===== src/rtl/node.sv =====
// One processing element of a systolic kd-tree of 24-bit RGB centers: it captures a center
// from the fill stream, fills its subtree, then keeps its center ordered against its children.
module node #(
  parameter string NAME = "node"
) (
  input  logic        clk,
  input  logic        reset,
  input  logic [23:0] data_from_top,
  input  logic [23:0] data_from_left,
  input  logic [23:0] data_from_right,
  input  logic [4:0]  command_from_top,
  input  logic [4:0]  command_from_left,
  input  logic [4:0]  command_from_right,
  output logic [23:0] data_to_top,
  output logic [23:0] data_to_left,
  output logic [23:0] data_to_right,
  output logic [4:0]  command_to_top,
  output logic [4:0]  command_to_left,
  output logic [4:0]  command_to_right
);

  localparam logic [4:0] CMD_NOP       = 5'h00;
  localparam logic [4:0] CMD_FILL      = 5'h01;
  localparam logic [4:0] CMD_FILL_DONE = 5'h05;
  localparam logic [4:0] CMD_BUSY      = 5'h08;
  localparam logic [4:0] CMD_START     = 5'h09;
  localparam logic [4:0] CMD_SWITCH    = 5'h0B;
  localparam logic [4:0] CMD_VALID     = 5'h0F;
  localparam logic [4:0] CMD_DNE       = 5'h10;
  localparam logic [4:0] CMD_RST_DONE  = 5'h1E;
  localparam logic [4:0] CMD_RST       = 5'h1F;

  typedef enum logic [2:0] {S_EMPTY, S_RESETTING, S_FILLED, S_FULL, S_SORT} state_t;

  state_t      state, state_n;
  logic [23:0] center, center_n;
  logic [23:0] data_left_n, data_right_n;
  logic [1:0]  axis, axis_n;
  logic [1:0]  settle, settle_n;
  logic [4:0]  cmd_top_n, cmd_left_n, cmd_right_n;
  logic        left_absent, right_absent, left_full, right_full;
  logic        left_sorted, right_sorted, left_swap, right_swap;
  logic        left_rst_done, right_rst_done;

  // NAME only labels simulation traces; it has no hardware behind it.
  if (NAME == "") begin : g_unnamed
  end

  function automatic logic [7:0] key_of(input logic [23:0] c, input logic [1:0] ax);
    case (ax)
      2'd1:    return c[15:8];
      2'd2:    return c[7:0];
      default: return c[23:16];
    endcase
  endfunction

  function automatic logic [1:0] next_axis(input logic [1:0] ax);
    return (ax == 2'd2) ? 2'd0 : ax + 2'd1;
  endfunction

  assign data_to_top = center;

  assign left_absent    = (command_from_left == CMD_DNE);
  assign right_absent   = (command_from_right == CMD_DNE);
  assign left_full      = left_absent || (command_from_left == CMD_FILL_DONE);
  assign right_full     = right_absent || (command_from_right == CMD_FILL_DONE);
  assign left_sorted    = left_absent || (command_from_left == CMD_VALID);
  assign right_sorted   = right_absent || (command_from_right == CMD_VALID);
  assign left_swap      = !left_absent && (key_of(data_from_left, axis) > key_of(center, axis));
  assign right_swap     = !right_absent && (key_of(data_from_right, axis) < key_of(center, axis));
  // A child's rst_done only counts once our own rst has had time to reach it (settle back at 0).
  assign left_rst_done  = left_absent || (settle == 2'd0 && command_from_left == CMD_RST_DONE);
  assign right_rst_done = right_absent || (settle == 2'd0 && command_from_right == CMD_RST_DONE);

  always_comb begin
    state_n      = state;
    center_n     = center;
    axis_n       = axis;
    settle_n     = settle;
    cmd_top_n    = CMD_NOP;
    cmd_left_n   = CMD_NOP;
    cmd_right_n  = CMD_NOP;
    data_left_n  = data_to_left;
    data_right_n = data_to_right;
    if (command_from_top == CMD_RST) begin
      state_n      = S_RESETTING;
      center_n     = '0;
      axis_n       = '0;
      settle_n     = 2'd1;
      cmd_left_n   = CMD_RST;
      cmd_right_n  = CMD_RST;
      data_left_n  = '0;
      data_right_n = '0;
      if (left_absent && right_absent) cmd_top_n = CMD_RST_DONE;
    end else if (command_from_top == CMD_START) begin
      axis_n    = (data_from_top[1:0] == 2'd3) ? 2'd0 : data_from_top[1:0];
      state_n   = S_SORT;
      settle_n  = (left_absent && right_absent) ? 2'd0 : 2'd1;
      cmd_top_n = CMD_BUSY;
      if (!left_absent) begin
        cmd_left_n  = CMD_START;
        data_left_n = {22'b0, next_axis(axis_n)};
      end
      if (!right_absent) begin
        cmd_right_n  = CMD_START;
        data_right_n = {22'b0, next_axis(axis_n)};
      end
    end else begin
      case (state)
        S_EMPTY, S_RESETTING: begin
          if (state == S_RESETTING) begin
            settle_n = 2'd0;
            if (left_rst_done && right_rst_done) cmd_top_n = CMD_RST_DONE;
          end
          if (command_from_top == CMD_FILL) begin
            center_n  = data_from_top;
            state_n   = S_FILLED;
            cmd_top_n = CMD_NOP;
          end
        end
        S_FILLED: begin
          if (left_full && right_full) begin
            state_n   = S_FULL;
            cmd_top_n = CMD_FILL_DONE;
          end else if (command_from_top == CMD_FILL) begin
            if (!left_full) begin
              cmd_left_n  = CMD_FILL;
              data_left_n = data_from_top;
            end else begin
              cmd_right_n  = CMD_FILL;
              data_right_n = data_from_top;
            end
          end
        end
        S_FULL: cmd_top_n = CMD_FILL_DONE;
        S_SORT: begin
          cmd_top_n = CMD_BUSY;
          // A switch from above must not cut short the wait after our own swap.
          if (command_from_top == CMD_SWITCH) begin
            center_n = data_from_top;
            settle_n = (settle == 2'd0) ? 2'd0 : settle - 2'd1;
          end else if (settle != 2'd0) begin
            settle_n = settle - 2'd1;
          end else if (left_swap) begin
            center_n    = data_from_left;
            cmd_left_n  = CMD_SWITCH;
            data_left_n = center;
            settle_n    = 2'd2;
          end else if (right_swap) begin
            center_n     = data_from_right;
            cmd_right_n  = CMD_SWITCH;
            data_right_n = center;
            settle_n     = 2'd2;
          end else if (left_sorted && right_sorted) begin
            cmd_top_n = CMD_VALID;
          end
        end
        default: state_n = S_EMPTY;
      endcase
    end
  end

  always_ff @(posedge clk) begin
    if (reset) begin
      state            <= S_EMPTY;
      center           <= '0;
      axis             <= '0;
      settle           <= '0;
      command_to_top   <= CMD_NOP;
      command_to_left  <= CMD_NOP;
      command_to_right <= CMD_NOP;
      data_to_left     <= '0;
      data_to_right    <= '0;
    end else begin
      state            <= state_n;
      center           <= center_n;
      axis             <= axis_n;
      settle           <= settle_n;
      command_to_top   <= cmd_top_n;
      command_to_left  <= cmd_left_n;
      command_to_right <= cmd_right_n;
      data_to_left     <= data_left_n;
      data_to_right    <= data_right_n;
    end
  end

endmodule


===== config.mk =====
export PLATFORM = sky130hd
export DESIGN_NAME = node
export DESIGN_NICKNAME = d
export VERILOG_FILES = /design/src/rtl/node.sv
export SDC_FILE = /design/constraint.sdc
export NUM_CORES = 1
export LEC_CHECK = 0
export CAP_MARGIN = 20
export CORE_UTILIZATION = 43
export CTS_BUF_LIST = sky130_fd_sc_hd__clkbuf_8
export DETAILED_ROUTE_END_ITERATION = 8
export PLACE_DENSITY = 0.85
export RECOVER_POWER = 50
export SYNTH_ARGS = -nofsm -noshare
export SYNTH_HDL_FRONTEND = slang
export SYNTH_SLANG_ARGS = --single-unit

===== constraint.sdc =====
create_clock -name clk -period 3.4 [get_ports clk]
set_input_delay 0.68 -clock clk [delete_from_list [all_inputs] [get_ports clk]]
set_output_delay 0.68 -clock clk [all_outputs]
set_load 0.05 [all_outputs]

; ---- Yosys cells after proc, flatten, opt, wreduce, memory -nomap -nowiden
; Index checks and enable logic that the tools add are counted.
[op_classes]
addsub = 2
n_lt_le_gt_ge = 2
n_eq_ne = 45
mux = 79
n_bitwise = 2
reduce_logical = 35
[ops]
columns = operator, n
row1 = 2-to-1 mux 24 bit, 22
row2 = one-hot mux 24 bit (2 select lines), 3
row3 = 2-to-1 mux 5 bit, 10
row4 = one-hot mux 8 bit (2 select lines), 3
row5 = inequality test 3 bit (second input constant), 13
row6 = 2-to-1 mux 4 bit, 9
row7 = 2-to-1 mux 3 bit, 9
row8 = equality test 5 bit (second input constant), 5
row9 = equality test 5 x 4 -> 1 bit (second input constant), 4
row10 = one-hot mux 5 bit (4 select lines), 1
row11 = 2-to-1 mux 2 bit, 9
row12 = inequality test 4 bit (second input constant), 4
row13 = one-hot mux 4 bit (2 select lines), 2
row14 = AND reduction 3 bit, 5
row15 = equality test 5 x 3 -> 1 bit (second input constant), 2
row16 = 2-to-1 mux 1 bit, 9
row17 = one-hot mux 3 bit (3 select lines), 1
row18 = AND reduction 9 bit, 1
row19 = greater-than comparator 8 bit, 1
row20 = logical AND 1 bit, 8
row21 = < comparator 8 bit, 1
row22 = inequality test 2 bit (second input constant), 4
row23 = AND reduction 8 bit, 1
row24 = inequality test 7 bit (second input constant), 1
row25 = other kinds (23), 37
[word_totals]
regBits = 94
in_bits = 89
out_inout_bits = 87
wordCells = 177

; ---- Depth between registers and ports, before layout
; Gate-level depths: netlist (run 1).
[logic_depth]
ltp_word = 11
ltp_mapped = 17
depth_no_buf = 13

; ---- Least setup slack after synthesis (run 1)
; OpenSTA, ideal clock, no wires.
[synth_timing]
path_kind = register to register
startpoint = register axis[0]
endpoint = register data_to_right[0]
setup_time_ns = 0.072
t_arrival_ns = 3.419
required_time_ns = 3.328
slack_ns = -0.091
path_stages_with_launch = 17
path_buffers = 5
period_less_slack_ns = 3.491
cell_sequence = dfxtp_1 > inv_1 > ha_1 > buf_2 > buf_1 > buf_1 > a22oi_1 > o21ai_0 > ha_1 > and4_1 > and2_1 > a2111o_1 > a311oi_2 > o221a_1 > buf_6 > buf_12 > mux2i_1
[synth_between]
elab_chain_len = 6
elab_cells_between_ends = 12
classes_between = order compare: 2 / eq/ne: 4 / mux: 3 / reduce/logical: 3
[synth_lines]
columns = item, line_no
row1 = from (decl), 38  ; logic [1:0] axis, axis_n;
row2 = from (signal assigned), 177  ; axis <= axis_n;
row3 = equality test 2 bit / equality test 2 x 1 -> 1 bit (equally long branches), 50  ; case (ax)
row4 = one-hot mux 8 bit (2 select lines), 50
row5 = < comparator 8 bit / greater-than comparator 8 bit (equally long branches), "70, 69"
row6 = logical AND 1 bit (on tied branches), "70, 69"
row7 = inequality test 3 bit (no line), n/a
row8 = AND reduction 9 bit (no line) (*), n/a
row9 = to (signal assigned), 183  ; data_to_right <= data_right_n;
row10 = to (decl), 16  ; output logic [23:0] data_to_right,
; Mark *: on every way between the ends. The rest lies on a longest branch, timed or not.
; A chain may end at the register's enable or synchronous reset.

; ---- Worst setup path after layout (run 1)
[layout_timing]
startpoint = register axis[1]
endpoint = register center[23] (netlist: data_to_top[23])
[layout_between]
elab_chain_len = 8
elab_cells_between_ends = 15
classes_between = order compare: 2 / eq/ne: 3 / mux: 7 / reduce/logical: 3
[layout_lines]
columns = item, line_no
row1 = equality test 2 bit / equality test 2 x 1 -> 1 bit (equally long branches), 50
row2 = one-hot mux 8 bit (2 select lines), 50
row3 = greater-than comparator 8 bit, 69  ; assign left_swap = !left_absent && (key_of(data_from_left, axis) > key_of(center, axis));
row4 = logical AND 1 bit, 69
row5 = 2-to-1 mux 24 bit, 144  ; end else if (left_swap) begin
row6 = 2-to-1 mux 24 bit, 142  ; end else if (settle != 2'd0) begin
row7 = 2-to-1 mux 24 bit, 139  ; if (command_from_top == CMD_SWITCH) begin
row8 = one-hot mux 24 bit (2 select lines), 109  ; case (state)
row9 = to (signal assigned), 176  ; center <= center_n;
row10 = to (decl), 36  ; logic [23:0] center, center_n;
; Parallel ways exist; a longest one is shown, timed or not. The select of a mux whose other input is x is not followed.

==> results of run 1 <==
-- worst register-to-register path, stage by stage (launching register included) --
cell and delay, ps:
dfxtp_4 380, inv_1 70, ha_4 200, buf_4 180, a22oi_2 210, o21ai_0 120, ha_1 290, nand4_1 180
or4_4 620, and4_1 260, buf_12 160, a22o_1 210, a31oi_1 310, o2bb2ai_1 170
-- cell usage in the layout (no fill, tap or decap), drive strengths merged, types with 17 or more instances in the layout --
master / synthesis / routed
a21oi: 26 / 26
clkbuf: 29 / 19
a31oi: 27 / 27
nand3: 29 / 29
dfxtp: 91 / 91
a22oi: 22 / 22
nand2: 80 / 80
o21ai: 23 / 23
mux2: 22 / 22
clkdlybuf4s50: 0 / 91
buf: 23 / 48
nor2: 26 / 26
ha: 17 / 17
mux2i: 50 / 50
a22o: 26 / 26
o2bb2ai: 24 / 24
dlygate4sd3: 0 / 83
-- logic make-up after synthesis --
logic type | after synthesis
multiplexers | 72
AND/OR/NAND/NOR | 175
buffers and inverters | 60
flip-flops | 91
AO/OA/AOI/OAI | 179
adder cells (fa/ha/maj) | 17
-- how the worst max path moves through the flow --
stage | start | end | slack [ps] | cells after the start
6_report | axis[1]$_SDFFE_PP0P_ | data_to_top[23]$_SDFFE_PP0P_ | -90 | 13
5_1_grt | axis[1]$_SDFFE_PP0P_ | data_to_right[13]$_SDFFE_PP0P_ | -160 | 13
4_1_cts | axis[0]$_SDFFE_PP0P_ | data_to_top[10]$_SDFFE_PP0P_ | 8 | 15
3_5_place_dp | data_from_left[5] | data_to_right[4]$_SDFFE_PP0P_ | -310 | 10
3_3_place_gp | data_from_left[5] | data_to_right[23]$_SDFFE_PP0P_ | -180 | 10
2_1_floorplan | axis[0]$_SDFFE_PP0P_ | data_to_right[0]$_SDFFE_PP0P_ | 20 | 16
-- registers in the layout, summed over array words and instances (netlist names) --
| signal | count |
|---|---|
| state | 3 |
| command_to_right | 3 |
| data_to_left | 24 |
| command_to_top | 5 |
| settle | 2 |
| data_to_top | 24 |
| data_to_right | 24 |
| axis | 2 |
| command_to_left | 4 |
-- per-layer routing --
| layer | global-route usage, % | share of wire, % | wire length [µm] |
|---|---|---|---|
| met1 | 38.5 | 38 | 8170 |
| met2 | 46.7 | 44 | 9600 |
| met3 | 6.37 | 12 | 2680 |
| met4 | 14.7 | 5.4 | 1170 |
| met5 | 0 | 0 | 0 |
-- layout make-up --
class / count / area [µm²]
Clock buffer: 10 / 138
Clock inverter: 6 / 75.1
Fill cell: 863 / 3980
Inverter: 8 / 30.0
Multi-Input combinational cell: 443 / 3350
Sequential cell: 91 / 1830
Tap cell: 147 / 184
Timing Repair Buffer: 232 / 2430
-- per-stage QoR --
stage | hold slack (ps) | std cells | TNS [ps]
after floorplan | 453 | 594 | 0
after global placement | 445 | 899 | -11360
after detailed placement | 451 | 899 | -17430
after CTS | 469 | 915 | 0
after global routing | 487 | 937 | -5860
final | 466 | 937 | -406
-- repair_timing --
| item | CTS | global route |
|---|---|---|
| gates cloned | 0 | 10 |
| buffers inserted | 0 | 12 |
| resized for setup | 5 | 49 |
| hold buffers | 0 | 0 |
| endpoints found under the setup margin | 73 | 80 |
| pin swaps | 1 | 13 |
-- cells in the mapped netlist (6+ instances only) --
cell type | instances | area [µm²]
a22oi_1 | 22 | 165
a22o_1 | 26 | 228
a31oi_1 | 26 | 163
o2bb2ai_1 | 24 | 210
a21oi_1 | 26 | 130
buf_2 | 6 | 30.0
dfxtp_1 | 91 | 1820
nor2_1 | 26 | 97.6
nand2_1 | 80 | 300
mux2i_1 | 50 | 500
mux2_2 | 22 | 248
nand3_1 | 28 | 140
o21ai_0 | 22 | 110
ha_1 | 17 | 213
inv_1 | 8 | 30.0
clkbuf_1 | 29 | 109
-- where the power goes --
group / internal (mW) / total [mW] / switching [mW]
sequential: 1.09 / 1.12 / 0.0248
combinational: 0.286 / 0.633 / 0.347
clock: 0.373 / 0.814 / 0.441
total: 1.75 / 2.56 / 0.813
==> key figures, run 1 <==
Critical path
  – Worst reg2reg setup slack: -90 ps
  – RR Startpoint: axis[1]$_SDFFE_PP0P_
  – Largest fanout on the critical path: 14
  – Slowest-stage cell, CP: or4_4
  – Nature of the critical path startpoint: flip-flop
  – CP delay by family, top: simple AND/OR/NAND/NOR gates
  – Setup CP Type: reg2reg
  – CP Capture Type: flip-flop
  – CP Data Required Time: 3660 ps
  – Worst stage delay on the critical path: 620 ps
  – FF-to-FF End: data_to_top[23]$_SDFFE_PP0P_
  – Cell Chain, Critical Path: inv_1, ha_4, buf_4, a22oi_2, o21ai_0, ha_1, nand4_1, or4_4, and4_1, buf_12, a22o_1, a31oi_1, o2bb2ai_1
  – Worst Reg-to-Reg Cells: 13
  – Worst path bufs/invs: 3
  – Crit path DAT: 3750 ps

GRT
  – Vias in the first global route: 5540
  – First-pass GRT wire length: 29500 µm
  – Initial antenna violation count: 1
  – Total gr overflow: 0
  – Total GRT Usage: 29.7%
  – Largest net degree at the start of global routing: 61

Logic synthesis
  – Compound-Gate Fraction of Synth Area: 25.3%
  – Synth async-reset ratio: 0%
  – Syn avg cell area: 8.90 µm²
  – Largest family of logic cells by synthesized area: compound AO/OA/AOI/OAI gates
  – Xor and xnor area share after synthesis: 0%
  – Post-synth EDFFs: 0
  – Mux share of post-synthesis cell area: 14.2%
  – Distinct cells, synth: 63
  – Ys Warns: 0
  – Top_reg_cell synth: dfxtp_1
  – Synthesized flop and latch total: 91
  – Post-Syn Instances: 594
  – Mapped Nets: 700
  – Seq/Total Area, Yosys: 34.5%
  – Synth Area in Adders: 4.02%
  – Syn Std Cell Area: 5290 µm²
  – Simple-gate share of the synthesized area: 15.9%

Drt
  – Via/cell ratio: 6.49
  – DR vias: 6082
  – First-pass detailed-route iteration total: 9
  – Initial drt markers: 903
  – DRC viols: 23
  – DRT antenna net count: 0
  – Drt total wl: 21600 µm
  – Per-cell routed wire length: 23.1 µm

Status
  – Failing checks: design-rule violations, negative setup slack
  – Run status: complete, but fails checks

Timing
  – Fin crit share: 103%
  – Achievable frequency: 0.287 GHz
  – Fin. Hold Viols: 0
  – Max Clock Skew: 16.7 ps
  – Worst Max-Slew Pin Slew: 704 ps
  – Tmin final: 3490 ps
  – Final setup viols: 22
  – Fin. max-slew vios: 0
  – Rel. slew slack: 51.8%
  – Final worst slack: -85.4 ps

Clock network
  – Max clock buf depth: 2
  – TritonCTS clock tree: built
  – Cts bufs inserted: 9
  – Clock transition at path regs: 100 ps
  – Worst skew pair latency: 390 ps
  – H-Tree Depth: 3
  – CTS root buf: clkbuf_8
  – CTS sink count: 91

Worst hold path
  – Worst hold stages: 2
  – Worst hold path type: reg2reg
  – Hold Crit Start: data_to_right[6]$_SDFFE_PP0P_
  – Worst Hold Path EP: data_to_right[6]$_SDFFE_PP0P_

Final layout
  – Final #Nets: 891
  – Core Util, Final: 66.9%
  – Synthesis-to-layout area growth: 52.0%
  – N_diodes: 0
  – Finished Cell Area: 8030 µm²
  – Ratio of cells with drive above 1 in the final layout: 17.6%

Floorplan
  – Die X: 113 µm
  – Core area: 12000 µm²
  – Starting Density: 44.0%
  – I/O Pins: 176
  – Die height: 113 µm
  – Row cnt: 40
  – Total die area: 12700 µm²

Placed design
  – HPWL Detailed: 14100 µm
  – Placed cell area: 7320 µm²
  – I/O Buffers: 175
  – GP Congestion: 0.968
  – Placement Setup Slack: -314 ps

Pwr
  – Peak VDD IR: 0.259 mV
  – Total Power: 2.56 mW
  – Pwr dens: 319 nW/µm²
  – Leakage: 3.12 nW

Job
  – Max Cap Viol: 0
No activity file was read; power rests on OpenSTA's default activity.
==> run 2, diff against run 1 <==
--- a/config.mk
+++ b/config.mk
@@ -5,6 +5,7 @@
 export SDC_FILE = /design/constraint.sdc
 export NUM_CORES = 1
 export LEC_CHECK = 0
+export ABC_CLOCK_PERIOD_IN_PS = 3400
 export CAP_MARGIN = 20
 export CORE_UTILIZATION = 43
 export CTS_BUF_LIST = sky130_fd_sc_hd__clkbuf_8
==> results of run 2 <==
The final DEF is identical to that of run 1; final timing and power are the same.
